--- src/rtl/mux_select_scanner_if.sv ---
// Handshake and mux-stage bundle for mux_select_scanner.
//   start  : scan request from the controller
//   mask   : channel enables, bit i = channel i
//   o_in   : output of the 4x1 mux stage being scanned
//   s1, s0 : mux selects driven by the scanner
//   busy   : scan in progress
//   done   : one-cycle completion pulse, sample valid in that cycle
//   sample : snapshot word, bit i = mux output captured on channel i
//   err    : one-cycle pulse for a start with an empty mask
// master = controller/mux side, slave = scanner side.
interface mux_select_scanner_if;
    logic       start;
    logic [3:0] mask;
    logic       o_in;
    logic       s1;
    logic       s0;
    logic       busy;
    logic       done;
    logic [3:0] sample;
    logic       err;

    modport master (
        output start, mask, o_in,
        input  s1, s0, busy, done, sample, err
    );

    modport slave (
        input  start, mask, o_in,
        output s1, s0, busy, done, sample, err
    );
endinterface

--- src/rtl/mux_select_scanner.sv ---
// Sequencer for a 4x1 mux stage: steps the selects through every channel enabled in
// the mask (ascending), lets each path settle for DWELL cycles, captures the mux output
// in the following cycle, and returns all captured bits as one snapshot word.
// Ports:
//   clk  : clock, all state updates on posedge
//   rst  : synchronous active-high reset, priority over start
//   bus  : mux_select_scanner_if.slave (start/mask/o_in in; s1/s0/busy/done/sample/err out)
// Parameters:
//   DWELL : settle cycles per channel, 1..255
module mux_select_scanner #(
    parameter int unsigned DWELL = 1
) (
    input logic                 clk,
    input logic                 rst,
    mux_select_scanner_if.slave bus
);

    localparam logic [7:0] CntLast = 8'(DWELL - 1);

    typedef enum logic [1:0] {
        StIdle,
        StSettle,
        StCapture,
        StDone
    } state_e;

    state_e     state_q, state_d;
    logic [3:0] mask_q, mask_d;
    logic [3:0] shadow_q, shadow_d;
    logic [3:0] sample_q, sample_d;
    logic [7:0] cnt_q, cnt_d;
    logic [1:0] sel_q, sel_d;
    logic       err_q, err_d;

    logic [1:0] first_ch;
    logic [1:0] next_ch;
    logic       has_next;

    // Lowest set bit of the incoming mask; descending loop so the lowest index wins.
    always_comb begin
        first_ch = 2'd0;
        for (int i = 3; i >= 0; i--) begin
            if (bus.mask[i]) begin
                first_ch = 2'(i);
            end
        end
    end

    // Next latched-mask channel strictly above the current one; no wrap-around.
    always_comb begin
        next_ch  = sel_q;
        has_next = 1'b0;
        for (int i = 3; i >= 0; i--) begin
            if (mask_q[i] && (i > int'(sel_q))) begin
                next_ch  = 2'(i);
                has_next = 1'b1;
            end
        end
    end

    always_comb begin
        state_d  = state_q;
        mask_d   = mask_q;
        shadow_d = shadow_q;
        sample_d = sample_q;
        cnt_d    = cnt_q;
        sel_d    = sel_q;
        err_d    = 1'b0;

        unique case (state_q)
            StIdle: begin
                if (bus.start) begin
                    if (bus.mask != 4'd0) begin
                        mask_d   = bus.mask;
                        sel_d    = first_ch;
                        cnt_d    = 8'd0;
                        shadow_d = 4'd0;
                        state_d  = StSettle;
                    end else begin
                        err_d = 1'b1;
                    end
                end
            end
            StSettle: begin
                cnt_d = cnt_q + 8'd1;
                if (cnt_q == CntLast) begin
                    state_d = StCapture;
                end
            end
            StCapture: begin
                shadow_d[sel_q] = bus.o_in;
                if (has_next) begin
                    sel_d   = next_ch;
                    cnt_d   = 8'd0;
                    state_d = StSettle;
                end else begin
                    // Publish including the bit captured this cycle.
                    sample_d = shadow_d;
                    state_d  = StDone;
                end
            end
            StDone: begin
                state_d = StIdle;
            end
            default: begin
                state_d = StIdle;
            end
        endcase
    end

    always_ff @(posedge clk) begin
        if (rst) begin
            state_q  <= StIdle;
            mask_q   <= 4'd0;
            shadow_q <= 4'd0;
            sample_q <= 4'd0;
            cnt_q    <= 8'd0;
            sel_q    <= 2'd0;
            err_q    <= 1'b0;
        end else begin
            state_q  <= state_d;
            mask_q   <= mask_d;
            shadow_q <= shadow_d;
            sample_q <= sample_d;
            cnt_q    <= cnt_d;
            sel_q    <= sel_d;
            err_q    <= err_d;
        end
    end

    assign bus.s1     = sel_q[1];
    assign bus.s0     = sel_q[0];
    assign bus.busy   = (state_q == StSettle) || (state_q == StCapture);
    assign bus.done   = (state_q == StDone);
    assign bus.sample = sample_q;
    assign bus.err    = err_q;

endmodule
--- src/flat_wrapper.sv ---
// flat-port wrapper written by rule: the top's interface ports become plain ports
module mux_select_scanner_flat 
#(
    parameter int unsigned DWELL = 1
)
  (clk, rst, bus_start, bus_mask, bus_o_in, bus_s1, bus_s0, bus_busy, bus_done, bus_sample, bus_err);
  mux_select_scanner_if bus_i ();
  input logic clk;
  input logic rst;
  input wire logic [$bits(bus_i.start)-1:0] bus_start;
  input wire logic [$bits(bus_i.mask)-1:0] bus_mask;
  input wire logic [$bits(bus_i.o_in)-1:0] bus_o_in;
  output wire logic [$bits(bus_i.s1)-1:0] bus_s1;
  output wire logic [$bits(bus_i.s0)-1:0] bus_s0;
  output wire logic [$bits(bus_i.busy)-1:0] bus_busy;
  output wire logic [$bits(bus_i.done)-1:0] bus_done;
  output wire logic [$bits(bus_i.sample)-1:0] bus_sample;
  output wire logic [$bits(bus_i.err)-1:0] bus_err;
  assign bus_i.start = bus_start;
  assign bus_i.mask = bus_mask;
  assign bus_i.o_in = bus_o_in;
  assign bus_s1 = bus_i.s1;
  assign bus_s0 = bus_i.s0;
  assign bus_busy = bus_i.busy;
  assign bus_done = bus_i.done;
  assign bus_sample = bus_i.sample;
  assign bus_err = bus_i.err;
  mux_select_scanner #(.DWELL(DWELL)) u_core (.clk(clk), .rst(rst), .bus(bus_i));
endmodule
--- config.mk ---
export PLATFORM = sky130hd
export DESIGN_NAME = mux_select_scanner_flat
export DESIGN_NICKNAME = d
export VERILOG_FILES = /design/src/rtl/mux_select_scanner_if.sv /design/src/rtl/mux_select_scanner.sv /design/src/flat_wrapper.sv
export SDC_FILE = /design/constraint.sdc
export NUM_CORES = 1
export LEC_CHECK = 0
export ABC_AREA = 0
export ABC_CLOCK_PERIOD_IN_PS = 5500
export CAP_MARGIN = 20
export CORE_MARGIN = 2
export CORE_UTILIZATION = 49
export DETAILED_ROUTE_END_ITERATION = 16
export PLACE_DENSITY = 0.72
export SYNTH_ARGS = -nofsm -noshare
export SYNTH_HDL_FRONTEND = slang
export SYNTH_SLANG_ARGS = --single-unit
--- constraint.sdc ---
create_clock -name clk -period 5.5 [get_ports clk]
set_input_delay 1.375 -clock clk [delete_from_list [all_inputs] [get_ports clk]]
set_output_delay 1.375 -clock clk [all_outputs]
set_load 0.05 [all_outputs]
Word-level counts from Yosys, hierarchy flattened
Index checks and enable logic that the tools add are counted.

operators by class
  bitwise logic cells = 3
  eq/ne operators = 8
  reductions and logical operators = 17
  muxes and demuxes = 30
  order comparisons = 5
  add/sub/neg operators = 1

operators by type and width
  kind                                                        count
  two-way mux 2 bit                                           14
  two-way mux 8 bit                                           3
  one-hot mux 8 bit (3 select lines)                          1
  AND reduction 3 bit                                         3
  adder 8 x 1 -> 8 bit, second input constant                 1
  zero test 8 bit                                             1
  two-way mux 4 bit                                           2
  one-hot mux 2 bit (4 select lines)                          1
  one-hot mux 4 bit (2 select lines)                          1
  != test 2 x 1 -> 1 bit, second input constant               3
  two-way mux 1 bit                                           5
  AND reduction 5 bit                                         1
  bitwise mux 4 bit                                           1
  == test 2 bit, second input constant                        2
  greater-than comparator 2 bit, first input constant         2
  logical AND 1 bit                                           4
  != test 4 x 1 -> 1 bit, second input constant               1
  one-hot mux 2 bit (2 select lines)                          1
  AND reduction 4 bit                                         1
  nonzero test 4 bit                                          1
  less-than comparator 2 x 3 -> 1 bit, second input constant  1
  NOT 1 bit                                                   3
  nonzero test 3 bit                                          1
  OR reduction 3 bit                                          1
  other kinds (9)                                             9

word-level totals
  output and inout bits = 9
  word-level logic and storage cells = 71
  input bits = 8
  register bits = 25

Logic depth before layout (Yosys ltp)
  depth in word-level cells = 7
  gate-level depth with buffers = 8

Worst setup path after synthesis
OpenSTA, ideal clock, no wires.

  path kind = input to register
  start point = in bus_mask[1]
  end point = reg u_core.cnt_q[1]
  stages on the path = 5
  buffers on the path = 0
  slack = 2908 ps
  data arrival time = 2527 ps
  setup time = 65 ps
  path through = nor4_4 o22ai_1 o21ai_1 mux2_2 nor2_1

between the ends
  longest elaborated chain between the ends = 3

RTL lines
  element                                  RTL line                   text
  start: declaration                       flat_wrapper.sv:11         input wire logic [$bits(bus_i.mask)-1:0] bus_mask;
  nonzero test 4 bit                       mux_select_scanner.sv:73   if (bus.mask != 4'd0) begin
  != test 2 x 1 -> 1 bit (no source line)  n/a
  AND reduction 4 bit (no source line)     n/a
  end signal: assignment                   mux_select_scanner.sv:125  cnt_q <= cnt_d;
  end: declaration                         mux_select_scanner.sv:31   logic [7:0] cnt_q, cnt_d;

No other way between the ends.
A chain may end at the register's enable or synchronous reset.

Worst setup path in the final report
  start point = reg u_core.state_q[0]
  end point = out bus_busy

between the ends
  longest elaborated chain between the ends = 2
  elaborated cells on any way between the ends = 3
  those cells by class = eq/ne: 2; reduce/logical: 1

RTL lines
  element                                                         RTL line                   text
  start: declaration                                              mux_select_scanner.sv:27   state_e state_q, state_d;
  start signal: assignment                                        mux_select_scanner.sv:113  state_q <= StIdle;
  start signal: assignment                                        mux_select_scanner.sv:121  state_q <= state_d;
  == test 2 x 1 -> 1 bit / == test 2 bit (equally long branches)  mux_select_scanner.sv:133  assign bus.busy = (state_q == StSettle) || (state_q == StCapture);
  logical OR 1 bit (*)                                            mux_select_scanner.sv:133
  end: declaration                                                flat_wrapper.sv:15         output wire logic [$bits(bus_i.busy)-1:0] bus_busy;

Mark *: on every way between the ends. The rest lies on a longest branch, timed or not.

==> out/results.ini <==
[synth]
synth_fa_ha_area_share_pct=6.76
syn_area_per_cell_um2=8.20
ys_seq_area_share_pct=37.1
synth-xor-area-share_pct=0
synth.cell_area_um2=1300
yosysWarningCount=0
synth_mux_area_share_pct=5.69
synth_compound_gate_area_share_pct=17.7
synth_simple_gate_area_share_pct=28.5
synth_top_family_by_area=simple AND/OR/NAND/NOR gates
ys_seq_elements=24
postSynthCellCount=158
synth_cell_types=32
syn-num-nets=173

[route]
viasPerCell=5.65
drtPass1Iterations=4
wirelength_mm=2.68
antenna_left=0
drc=0
vias=1146
wl_per_cell_um=13.2
dr.first_iter.drc_count=18

[place]
placed_area_um2=1480
gp_congestion=0.827
dp_hpwl_mm=1.94
io_buffers=16

[final_layout]
final_cell_mix=dfxtp_1, nor2_1, clkdlybuf4s50_1, a21oi_1, nand2_1
layout-drive-gt1-share_pct=9.25
layout_commonest_cell=dfxtp_1
area_growth_syn_to_layout_pct=16.6
final_area_um2=1510
nets=189
seqCellArea_um2=480
multiInputGateArea_um2=759
n_fill_cell=235
antenna_cells=0

[timing]
period_needed_ns=3.30
tns_ns=0
period_share_pct=59.9
setup_viol=0
relSlewSlack_pct=37.4
max_freq_ghz=0.303
tightest_slew_ns=0.936
finClkSkew_ns=0.00786
grt_setup_unrepaired=false
holdWs_ns=0.459
finalHoldViolations=0
slew_violations=0

[run]
maxCapViolCount=0

[critical_path]
slowest_stage=clkdlybuf4s50_1
path_max_fanout=4
worstRegToRegCells=6
critPathCaptureType=output port
max_stage_delay_ns=0.80
crit_family=buffers and inverters
rrSetupSlack_ns=3.40
crit_arrival_ns=1.92
path_buf_inv=2
cp-start-kind=flop
path_class=flop to output port
cp.depth=3
cp_cell_sequence=inv_1, ha_1, clkdlybuf4s50_1
cp.required_ns=4.12

[power_and_ir_drop]
p_int_mw=0.314
seqPwrFrac_pct=39.8
power.density_nw_per_um2=349
p_leak_nw=0.539
p_sw_share_pct=40.5
p_comb_share_pct=42.2
clockPowerShare_pct=18.1
vdd_drop_max_uv=206
p_sw_mw=0.214

[die]
fp.coreArea_um2=2500
io_pins=17
fp.dieW_um=55.4
dieArea_um2=3070
fp-row-count=18
die_height_um=55.4
initial_core_util_pct=51.9

[global_route]
antenna_found_initial=0
grt-ovfl-total=0
grt_pass1_wl_mm=4.76
grt_pass1_vias=1095
grt_max_degree=28
gr-usage-all-layers_pct=18.8

[cts]
cts_tree=yes
cts_made_buffers=3
cts_buffer_depth=2
post_cts_buffers=0
cts_root_buf=clkbuf_4
cts.clk_slew.worst_paths_ns=0.14
worstSkewPairLatency_ns=0.32
cts_resized=0
cts_hold_buf=0
cts_sinks=24
cts.htree.levels=1

[hold_path]
min_path_cells=2
hp-class=flop to flop

[outcome]
status=complete, no violations

cell usage after synthesis:
cell type / count / area share [%]
a211oi_1: 3 / 1.7
a21oi_1: 14 / 5.4
a21oi_2: 2 / 1.4
a31oi_1: 1 / 0.48
and2_1: 2 / 0.97
clkbuf_1: 5 / 1.4
dfxtp_1: 24 / 37
ha_1: 7 / 6.8
inv_1: 10 / 2.9
mux2_2: 3 / 2.6
mux2i_1: 4 / 3.1
nand2_1: 13 / 3.8
nand2b_1: 4 / 1.9
nand2b_4: 1 / 1.1
nand3_1: 4 / 1.5
nand4_1: 1 / 0.48
nor2_1: 17 / 4.9
nor2b_1: 4 / 1.9
nor3_1: 7 / 2.7
nor3b_1: 2 / 1.2
nor4_4: 1 / 1.6
o211ai_2: 1 / 0.97
o21a_1: 1 / 0.58
o21ai_0: 9 / 3.5
o21ai_1: 2 / 0.77
o22ai_1: 2 / 0.97
o32ai_1: 1 / 0.68
o41ai_2: 1 / 1.3
or2_2: 3 / 1.4
or3_1: 5 / 2.4
or4_1: 3 / 1.7
or4b_1: 1 / 0.77
power groups by stage:
stage                     Combinational, mW  Sequential [mW]  Clock [mW]
after floorplan                       0.139            0.238           0
after global placement                0.217            0.213           0
after detailed placement              0.222            0.214           0
after CTS                             0.223            0.210      0.0963
after global routing                  0.246            0.213       0.104
final                                 0.222            0.210      0.0954
kinds of logic after synthesis:
group	count (synthesis)
AO/OA/AOI/OAI	37
AND/OR/NAND/NOR	68
flip-flops	24
buffers and inverters	15
multiplexers	7
adder cells (fa/ha/maj)	7
per-layer routing:
layer / vias up / wire [µm] / GRT usage, %
met2: 39 / 1240 / 31.3
met3: 5 / 133 / 2.34
met4: 0 / 36 / 6.27
met5: - / 0 / 0
met1: 523 / 1270 / 25.0
li1: 579 / - / -
sequential cells by signal, indices dropped and copies added, names as in the netlist:
| signal | cells |
|---|---|
| u_core.cnt_q | 8 |
| u_core.bus.sample | 4 |
| u_core.shadow_q | 4 |
| u_core.mask_q | 3 |
| u_core.sel_q | 2 |
| u_core.state_q | 2 |
| u_core.bus.err | 1 |
worst paths after layout:
path,from,endpoint
hold / removal,u_core.shadow_q[1]$_SDFFE_PP0P_,u_core.shadow_q[1]$_SDFFE_PP0P_
hold reg to reg,u_core.shadow_q[1]$_SDFFE_PP0P_,u_core.shadow_q[1]$_SDFFE_PP0P_
setup reg to reg,u_core.state_q[0]$_SDFFE_PP0P_,u_core.cnt_q[1]$_SDFFE_PP0P_
setup / recovery,u_core.state_q[0]$_SDFFE_PP0P_,bus_busy
final cells by class:
cell class              count  area share [%]
multi-input cells         119            50.2
flip-flops and latches     24            31.8
repair buffers             16            10.6
inverters                  10            2.48
well taps                  30            2.48
clock buffers               4            2.40
stage by stage:
stage	util, %	total power, mW	setup WS (ns)	instances
floorplan	-	0.377	2.91	158
global placement	59.0	0.430	2.25	199
detailed placement	59.0	0.436	2.20	199
CTS	60.5	0.529	2.20	203
global route	60.5	0.564	2.14	203
finish	60.5	0.528	2.20	203
worst reg2reg max path: cells and delay by family (launching register included):
family          cells  cell delay, ns
compound gates      2            0.70
fa+ha+maj           1            0.37
buf+inv             1            0.13
flops               1            0.37
mux                 1            0.40
simple gates        1            0.08
Note: power is estimated with default switching activity, not from simulation.
